$ cat src/rtl/dcache_load_port_pkg.sv
// Shared definitions for the data-cache load port: FSM states, default
// geometry, derived address-field widths and the line record layout.
package dcache_load_port_pkg;

    localparam int DC_ADDR_W     = 32;
    localparam int DC_DATA_W     = 32;
    localparam int DC_LINES      = 16;
    localparam int DC_LINE_WORDS = 4;

    // Byte address = {tag, index, word select, 2'b00}
    localparam int DC_OFF_W  = $clog2(DC_LINE_WORDS * 4);
    localparam int DC_IDX_W  = $clog2(DC_LINES);
    localparam int DC_WSEL_W = $clog2(DC_LINE_WORDS);
    localparam int DC_TAG_W  = DC_ADDR_W - DC_OFF_W - DC_IDX_W;

    typedef enum logic [2:0] {
        ST_IDLE,
        ST_MISS,
        ST_REQ,
        ST_FILL,
        ST_DONE,
        ST_FLUSH
    } dcache_state_e;

    // One cache line at the default geometry.
    typedef struct packed {
        logic                                       valid;
        logic [DC_TAG_W-1:0]                        tag;
        logic [DC_LINE_WORDS-1:0][DC_DATA_W-1:0]    words;
    } dcache_line_t;

endpackage

$ cat src/rtl/dcache_tag_array.sv
// Valid/tag/data storage for a direct-mapped cache.
// Combinational read of one word plus its line's valid and tag; synchronous
// word writes during refill; a fill strobe that sets valid+tag; a per-index
// invalidate. Only the valid bits are reset, so reset empties the cache.
module dcache_tag_array #(
    parameter  int LINES      = 16,
    parameter  int LINE_WORDS = 4,
    parameter  int DATA_W     = 32,
    parameter  int TAG_W      = 24,
    localparam int IDX_W      = $clog2(LINES),
    localparam int WSEL_W     = $clog2(LINE_WORDS)
) (
    input  logic              clk,
    input  logic              reset,
    input  logic [IDX_W-1:0]  rd_idx,
    input  logic [WSEL_W-1:0] rd_word,
    output logic              rd_valid,
    output logic [TAG_W-1:0]  rd_tag,
    output logic [DATA_W-1:0] rd_data,
    input  logic              wr_en,
    input  logic [IDX_W-1:0]  wr_idx,
    input  logic [WSEL_W-1:0] wr_word,
    input  logic [DATA_W-1:0] wr_data,
    input  logic              fill_en,
    input  logic [TAG_W-1:0]  fill_tag,
    input  logic              inv_en,
    input  logic [IDX_W-1:0]  inv_idx
);

    logic [LINES-1:0]                   valid_q;
    logic [TAG_W-1:0]                   tag_q  [LINES];
    logic [LINE_WORDS-1:0][DATA_W-1:0]  data_q [LINES];

    assign rd_valid = valid_q[rd_idx];
    assign rd_tag   = tag_q[rd_idx];
    assign rd_data  = data_q[rd_idx][rd_word];

    // Valid bits: cleared by reset, dropped by invalidate, set when a fill completes.
    always_ff @(posedge clk or negedge reset) begin
        if (!reset) begin
            valid_q <= '0;
        end else begin
            if (inv_en)  valid_q[inv_idx] <= 1'b0;
            if (fill_en) valid_q[wr_idx]  <= 1'b1;
        end
    end

    // Tag and data payload; meaningless until the matching valid bit is set.
    always_ff @(posedge clk) begin
        if (fill_en) tag_q[wr_idx]           <= fill_tag;
        if (wr_en)   data_q[wr_idx][wr_word] <= wr_data;
    end

endmodule

$ cat src/rtl/dcache_load_port.sv
// Load side of one data-cache port: direct-mapped, read-allocate, multi-word
// lines. Hits answer one cycle after acceptance; misses refill a whole line
// over a req/ack + beat protocol and answer from the refilled line.
// Optional feature macro: DCACHE_STATS_EN adds saturating hit/miss counters.
module dcache_load_port
    import dcache_load_port_pkg::*;
#(
    parameter int ADDR_W     = DC_ADDR_W,
    parameter int DATA_W     = DC_DATA_W,
    parameter int LINES      = DC_LINES,
    parameter int LINE_WORDS = DC_LINE_WORDS
) (
    input  logic              clk,
    input  logic              reset,
    input  logic              req_valid,
    input  logic [ADDR_W-1:0] req_addr,
    output logic              ready,
    output logic              rdata_valid,
    output logic [DATA_W-1:0] rdata,
    output logic              data_missed,
    output logic              data_busy,
    output logic              data_finished,
    input  logic              flush_req,
    output logic              flushing,
    output logic              mem_req,
    output logic [ADDR_W-1:0] mem_addr,
    input  logic              mem_ack,
    input  logic              mem_rvalid,
    input  logic [DATA_W-1:0] mem_rdata
`ifdef DCACHE_STATS_EN
    ,
    output logic [31:0]       hit_count,
    output logic [31:0]       miss_count
`endif
);

    localparam int OFF_W  = $clog2(LINE_WORDS * 4);
    localparam int IDX_W  = $clog2(LINES);
    localparam int WSEL_W = $clog2(LINE_WORDS);
    localparam int TAG_W  = ADDR_W - OFF_W - IDX_W;

    dcache_state_e      state, state_nxt;
    logic [ADDR_W-1:0]  lat_addr;
    logic [WSEL_W-1:0]  beat;
    logic [IDX_W-1:0]   flush_cnt;
    logic               flush_pend;
    logic [DATA_W-1:0]  rdata_q;
    logic               rdata_valid_q;

    logic [ADDR_W-1:0]  lookup_addr;
    logic               rd_valid;
    logic [TAG_W-1:0]   rd_tag;
    logic [DATA_W-1:0]  rd_data;
    logic               hit, accept, last_beat, in_miss;
    logic               unused_bits;

    // The single read port serves the IDLE lookup and the DONE answer.
    assign lookup_addr = (state == ST_IDLE) ? req_addr : lat_addr;
    assign hit         = rd_valid && (rd_tag == lookup_addr[ADDR_W-1 -: TAG_W]);
    assign accept      = (state == ST_IDLE) && req_valid && !flush_req;
    assign last_beat   = (state == ST_FILL) && mem_rvalid
                         && (beat == WSEL_W'(LINE_WORDS - 1));
    assign in_miss     = (state == ST_MISS) || (state == ST_REQ) || (state == ST_FILL);
    assign unused_bits = ^lookup_addr[1:0];

    dcache_tag_array #(
        .LINES      (LINES),
        .LINE_WORDS (LINE_WORDS),
        .DATA_W     (DATA_W),
        .TAG_W      (TAG_W)
    ) u_array (
        .clk      (clk),
        .reset    (reset),
        .rd_idx   (lookup_addr[OFF_W +: IDX_W]),
        .rd_word  (lookup_addr[2 +: WSEL_W]),
        .rd_valid (rd_valid),
        .rd_tag   (rd_tag),
        .rd_data  (rd_data),
        .wr_en    ((state == ST_FILL) && mem_rvalid),
        .wr_idx   (lat_addr[OFF_W +: IDX_W]),
        .wr_word  (beat),
        .wr_data  (mem_rdata),
        .fill_en  (last_beat),
        .fill_tag (lat_addr[ADDR_W-1 -: TAG_W]),
        .inv_en   ((state == ST_MISS) || (state == ST_FLUSH)),
        .inv_idx  ((state == ST_FLUSH) ? flush_cnt : lat_addr[OFF_W +: IDX_W])
    );

    // Answer path: registered hit data, or the refilled word while in DONE.
    assign rdata_valid = rdata_valid_q || (state == ST_DONE);
    assign rdata       = (state == ST_DONE) ? rd_data : rdata_q;
    assign mem_addr    = {lat_addr[ADDR_W-1:OFF_W], OFF_W'(0)};

    // Next-state and state-decoded stall/handshake outputs.
    always_comb begin
        state_nxt     = state;
        // ready is forced low while reset is held so every output reads 0.
        ready         = (state == ST_IDLE) && reset;
        data_missed   = 1'b0;
        data_busy     = 1'b0;
        data_finished = 1'b0;
        flushing      = 1'b0;
        mem_req       = 1'b0;
        case (state)
            ST_IDLE: begin
                if (flush_req)              state_nxt = ST_FLUSH;
                else if (req_valid && !hit) state_nxt = ST_MISS;
            end
            ST_MISS: begin
                data_missed = 1'b1;
                state_nxt   = ST_REQ;
            end
            ST_REQ: begin
                data_busy = 1'b1;
                mem_req   = 1'b1;
                if (mem_ack) state_nxt = ST_FILL;
            end
            ST_FILL: begin
                data_busy = 1'b1;
                if (last_beat) state_nxt = ST_DONE;
            end
            ST_DONE: begin
                data_finished = 1'b1;
                state_nxt     = (flush_pend || flush_req) ? ST_FLUSH : ST_IDLE;
            end
            ST_FLUSH: begin
                flushing = 1'b1;
                if (flush_cnt == IDX_W'(LINES - 1)) state_nxt = ST_IDLE;
            end
            default: state_nxt = ST_IDLE;
        endcase
    end

    // State, miss address, beat/flush counters, deferred flush and hit data.
    always_ff @(posedge clk or negedge reset) begin
        if (!reset) begin
            state         <= ST_IDLE;
            lat_addr      <= '0;
            beat          <= '0;
            flush_cnt     <= '0;
            flush_pend    <= 1'b0;
            rdata_q       <= '0;
            rdata_valid_q <= 1'b0;
        end else begin
            state         <= state_nxt;
            rdata_valid_q <= accept && hit;
            if (accept && hit)  rdata_q  <= rd_data;
            if (accept && !hit) lat_addr <= req_addr;
            // Beat counter wraps back to 0 after the last beat of a line.
            if ((state == ST_FILL) && mem_rvalid) beat <= beat + 1'b1;
            if (state == ST_FLUSH) flush_cnt <= flush_cnt + 1'b1;
            // A flush seen mid-miss waits until the refill answers.
            flush_pend <= in_miss && (flush_pend || flush_req);
        end
    end

`ifdef DCACHE_STATS_EN
    // Saturating hit/miss counters over accepted requests; flush leaves them alone.
    always_ff @(posedge clk or negedge reset) begin
        if (!reset) begin
            hit_count  <= '0;
            miss_count <= '0;
        end else if (accept) begin
            if (hit) begin
                if (hit_count != '1) hit_count <= hit_count + 32'd1;
            end else begin
                if (miss_count != '1) miss_count <= miss_count + 32'd1;
            end
        end
    end
`endif

endmodule

$ cat config.mk
export PLATFORM = sky130hd
export DESIGN_NAME = dcache_load_port
export DESIGN_NICKNAME = d
export VERILOG_FILES = /design/src/rtl/dcache_load_port_pkg.sv /design/src/rtl/dcache_tag_array.sv /design/src/rtl/dcache_load_port.sv
export SDC_FILE = /design/constraint.sdc
export NUM_CORES = 2
export LEC_CHECK = 0
export BUFFER_PORTS_ARGS = -buffer_cell sky130_fd_sc_hd__clkbuf_2
export CAP_MARGIN = 20
export CORE_MARGIN = 5
export CORE_UTILIZATION = 45
export CTS_CLUSTER_DIAMETER = 80
export DETAILED_ROUTE_END_ITERATION = 7
export GPL_TIMING_DRIVEN = 1
export HOLD_SLACK_MARGIN = 0.03
export PLACE_DENSITY = 0.71
export SYNTH_ARGS = -nofsm -noshare
export SYNTH_HDL_FRONTEND = slang
export SYNTH_SLANG_ARGS = --single-unit
export TNS_END_PERCENT = 10
$ cat constraint.sdc
create_clock -name clk -period 17.71 [get_ports clk]
set_input_delay 4.4275 -clock clk [delete_from_list [all_inputs] [get_ports clk]]
set_output_delay 4.4275 -clock clk [all_outputs]
set_load 0.02 [all_outputs]
* Yosys cells after proc, flatten, opt, wreduce, memory -nomap -nowiden
Memory sizes are Yosys's and may differ from the RTL's. Index checks and enable logic that the tools add are counted.
Word-level totals: memories 2, bits in registers 91, input bits 70, RAM bits 2432, output and inout bits 71, logic and storage cells 89
Memory list:
- u_array.data_q | words 16, bits a word 128, read ports 1, clocked after memory_dff 0, wr ports 1, line dcache_tag_array.sv:32 | logic [LINE_WORDS-1:0][DATA_W-1:0] data_q [LINES];
- u_array.tag_q | words 16, bits a word 24, read ports 1, clocked after memory_dff 0, wr ports 1, line dcache_tag_array.sv:31 | logic [TAG_W-1:0] tag_q [LINES];
Operators by class: order comparisons 8, bitwise logic cells 3, equal/unequal tests 12, reductions and logical operators 23, add/subtract/negate cells 2, mux-type cells 31
Operators with widths (number):
- $mux 128 | 1
- $mux 32 | 4
- $bmux 32 s2 | 1
- $demux 32 s2 | 1
- $mux 16 | 2
- $eq 24x24->1 | 1
- $mux 3 | 6
- $pmux 3 s6 | 1
- $and 16x16->16 | 1
- $not 16->16 | 1
- $or 16x16->16 | 1
- $lt 4x5->1 const B | 3
- $logic_and 1x1->1 | 13
- $mux 1 | 11
- $demux 1 s4 | 2
- $ge 4x1->1 const B | 2
- $eq 3x2->1 const B | 2
- $eq 3x3->1 const B | 2
- $lt 2x3->1 const B | 2
- $logic_or 1x1->1 | 5
- $add 4x1->4 const B | 1
- $bmux 1 s4 | 1
- $eq 4x4->1 const B | 1
- $mux 4 | 1
- 11 further kinds | 13

* Longest topological paths before layout
depth after elaboration 11, depth in mapped cells 19, mapped depth without buffers 10

* Hierarchy
A second synthesis with hierarchy kept.
Unflattened totals: cell total of the unflattened synthesis 4317, area, all modules 97218.2 µm²
By module, submodules not included:
- dcache_tag_array | times used 1, sequential area each 73430.4 µm², cells each 3909, area an instance 92757.7 µm²
- dcache_load_port | times used 1, sequential area each 1826.8 µm², cells each 408, area an instance 4460.5 µm²

* Worst setup path after synthesis
OpenSTA, ideal clock, no wires.
path type in2out, start point input port req_addr[4], end point output port rdata[14], path buffers 9, stages 18, path slack 5255 ps, data arrival time 8027 ps, required time 13282 ps, cell sequence buf_2 -> or4b_1 -> buf_2 -> nand2_4 -> buf_4 -> buf_2 -> buf_2 -> buf_4 -> buf_2 -> buf_2 -> clkbuf_1 -> nand2_1 -> a311oi_1 -> a31oi_1 -> a211oi_1 -> a211oi_1 -> a21o_1 -> o21ai_0
Between the ends: cells in the longest elaborated chain, start to end 5
RTL lines:
- start, declared | line dcache_load_port.sv:16 | input logic [ADDR_W-1:0] req_addr,
- $mux 32 | line dcache_load_port.sv:58 | assign lookup_addr = (state == ST_IDLE) ? req_addr : lat_addr;
- $mem_v2 16x128
- $bmux 32 s2 | line dcache_tag_array.sv:36 | assign rd_data = data_q[rd_idx][rd_word];
- $mux 32 (not written as such) | line dcache_tag_array.sv:36
- $mux 32 | line dcache_load_port.sv:91 | assign rdata = (state == ST_DONE) ? rd_data : rdata_q;
- end, declared | line dcache_load_port.sv:19 | output logic [DATA_W-1:0] rdata,
Every way passes these cells. The select of a mux whose other input is x is not followed.

* Final worst setup path
start point input port req_addr[5], end point output port rdata[31]
Same word-level chain as after synthesis.

==> impl_metrics.json <==
{
  "status": "finished, violations left",
  "violations": "design-rule violations",
  "rows": 176,
  "drv_slew": 0,
  "via_per_inst": 6.158,
  "maxCapViolations": 0,
  "whs_path_depth": 1,
  "root_buffer": "clkbuf_16",
  "yosys_warnings": 0,
  "clock_path_buffers": 3,
  "grt_overflow": 0,
  "timing.final.hold_violations": 0,
  "period_needed_ps": 14450,
  "setup_viol": 0,
  "wl_um": 286000,
  "post_cts_buffers": 0,
  "worst_pin_slew_ps": 1234,
  "cp.required_ps": 13280,
  "r2r_slack_ps": 10400,
  "yosysTopAreaCell": "edfxtp_1",
  "hold_class": "reg -> reg",
  "dr_total_vias": 67830,
  "wire_per_inst_um": 25.96,
  "fp.coreArea_mm2": 0.2299,
  "critPathLaunchType": "primary input",
  "die-area_mm2": 0.2408,
  "dp_hpwl_um": 149500,
  "htree_levels": 4,
  "cp.arrival_ps": 10030,
  "fp.dieH_um": 490.7,
  "syn_inst": 7820,
  "fmax_ghz": 0.06919,
  "dr.pass1.iters": 8,
  "setup_tns_ps": 0,
  "ys_ff_latch": 2521,
  "fillCellCount": 18870,
  "numPlacedInstances": 10550,
  "critical_path_class": "in -> out",
  "p_per_area_mw_per_mm2": 174.3,
  "ctsResizeCount": 0,
  "syn-cell-area_mm2": 0.1040,
  "slew_headroom": 0.1721,
  "crit_fanout": 76,
  "synth_top_area_frac": 0.7024,
  "gp_congestion": 0.9043,
  "synth-seq-area-share": 0.7238,
  "grt_pass1_wl_um": 418300,
  "grt_max_degree": 216,
  "syn2layout_area_growth_pct": 11.32,
  "nNetsFinal": 7851,
  "drc": 5,
  "io_pins": 141,
  "synthArstFlopShare": 0.03530,
  "ant_nets": 0,
  "grt_usage": 0.2283,
  "synth_area_per_cell_um2": 13.30,
  "grt_pass1_vias": 64790,
  "fin_cells": 11010,
  "hold_path_startpoint": "u_array.valid_q[14]$_DFF_PN0_",
  "holdPathEnd": "u_array.valid_q[14]$_DFF_PN0_",
  "synth_edf_count": 2432,
  "post-route-period-util": 0.8161,
  "rsz0062_at_grt": "false",
  "synthTopCellsByCount": "edfxtp_1, nand2_1, and3_1",
  "antenna_found_initial": 22,
  "numCtsBuffers": 233,
  "drive_above_1_share": 0.1036,
  "ir_drop_v": 0.0001890,
  "end_kind": "output port",
  "yosysUniqueCellTypes": 85,
  "clk_latency_ps": 890,
  "die_w_um": 490.7,
  "reg2regPathDepth": 13,
  "tritoncts": "yes",
  "rr_startpoint": "state[0]$_DFFE_PN0P_",
  "start_util": 0.4523,
  "r2r-end": "rdata_q[21]$_DFFE_PN0P_",
  "hold_buffers": 0,
  "p_leak_nw": 40.36,
  "synth_area_leaders": "edfxtp_1, nand2_1, a311oi_1",
  "numClockSinks": 2521,
  "skew_ps": 86.77,
  "drt_iter0_markers": 9724,
  "yosysMostFrequentCell": "edfxtp_1",
  "clkTransAtPathRegs_ps": 60,
  "synthFlopType": "edfxtp_1",
  "portBuffers": 134
}
metal layers:
layer	up-vias	GRT usage	share of wire
li1	29210	-	-
met1	33800	0.3169	0.39
met2	4180	0.3628	0.47
met3	628	0.04738	0.12
met4	8	0.07356	0.032
met5	-	0	0.00021
layout by cell type, fill, tap and decap left out, types with 13 or more instances in the layout:
| master | count |
|---|---|
| nor2b_1 | 21 |
| and3_1 | 487 |
| clkinv_1 | 66 |
| nor3_1 | 217 |
| a31oi_1 | 108 |
| buf_4 | 147 |
| clkbuf_1 | 48 |
| nor2_1 | 43 |
| mux2i_1 | 171 |
| a21o_1 | 38 |
| inv_1 | 44 |
| clkbuf_16 | 234 |
| clkinv_2 | 49 |
| mux2_2 | 18 |
| a21oi_1 | 149 |
| a311oi_1 | 423 |
| bufinv_16 | 19 |
| xnor2_1 | 19 |
| buf_12 | 31 |
| o22ai_1 | 17 |
| mux4_2 | 43 |
| nand3_1 | 167 |
| edfxtp_1 | 2432 |
| nor2_4 | 67 |
| nand2_1 | 2223 |
| xor2_1 | 13 |
| clkbuf_2 | 133 |
| a211oi_1 | 124 |
| o21ai_0 | 95 |
| mux2_4 | 29 |
| dfrtp_1 | 87 |
flip-flops by register name, indices dropped and copies added, names as in the netlist:
name             cells
flush_pend           1
u_array.data_q    2048
flush_cnt            4
u_array.valid_q     16
rdata_valid_q        1
u_array.tag_q      384
rdata_q             32
lat_addr            30
beat                 2
state                3
worst max-delay path by stage:
stage | cells after the start | start | to | slack (ps)
3_5_place_dp | 13 | req_addr[5] | rdata[30] | 3410
6_report | 13 | req_addr[5] | rdata[31] | 3260
4_1_cts | 13 | req_addr[5] | rdata[30] | 3420
3_3_place_gp | 13 | req_addr[5] | rdata[30] | 3450
5_1_grt | 13 | req_addr[5] | rdata[27] | 3110
2_1_floorplan | 18 | req_addr[4] | rdata[14] | 5260
logic make-up after synthesis:
family / share of synthesized area
AO/OA/AOI/OAI: 0.07506
XOR/XNOR: 0.002695
adder cells (fa/ha/maj): 0.0006017
buffers and inverters: 0.02658
flip-flops: 0.7238
multiplexers: 0.03224
other: 0.00003607
AND/OR/NAND/NOR: 0.1390
area by class of cell:
class	count	area, um2	area share
Multi-Input combinational cell	4664	26570	0.2296
Tap cell	3026	3786	0.03271
Sequential cell	2521	75260	0.6502
Antenna cell	5	12.51	0.0001081
Clock inverter	157	1473	0.01272
Inverter	44	165.2	0.001427
Timing Repair Buffer	312	2397	0.02071
Clock buffer	285	6077	0.05250
worst max-delay path, cell delays in order:
cell	delay, ps
clkbuf_2	80
buf_4	510
or4b_2	910
nand2_4	720
buf_4	800
and3_1	270
a311oi_1	60
nor3_1	280
a211oi_1	180
a211oi_1	1090
a21o_1	220
o21ai_0	140
clkbuf_2	230
per-stage QoR:
step	setup slack, ps	cell area, um2	power [mW]	hold WS (ps)	util
global route	3109	115700	21.07	531.1	0.5034
finish	3256	115700	20.17	504.4	0.5035
CTS	3416	115400	20.04	502.5	0.5020
global placement	3451	107800	14.97	476.9	0.4691
detailed placement	3413	107900	15.12	490.6	0.4692
floorplan	5255	104000	12.50	460.9	-
where the power goes:
group	switching [mW]	total [mW]	internal, mW
Combinational	5.72	8.22	2.50
Sequential	0.229	7.00	6.77
Clock	2.23	4.96	2.73
Total	8.18	20.2	12.0
(Power assumes the default switching activity.)
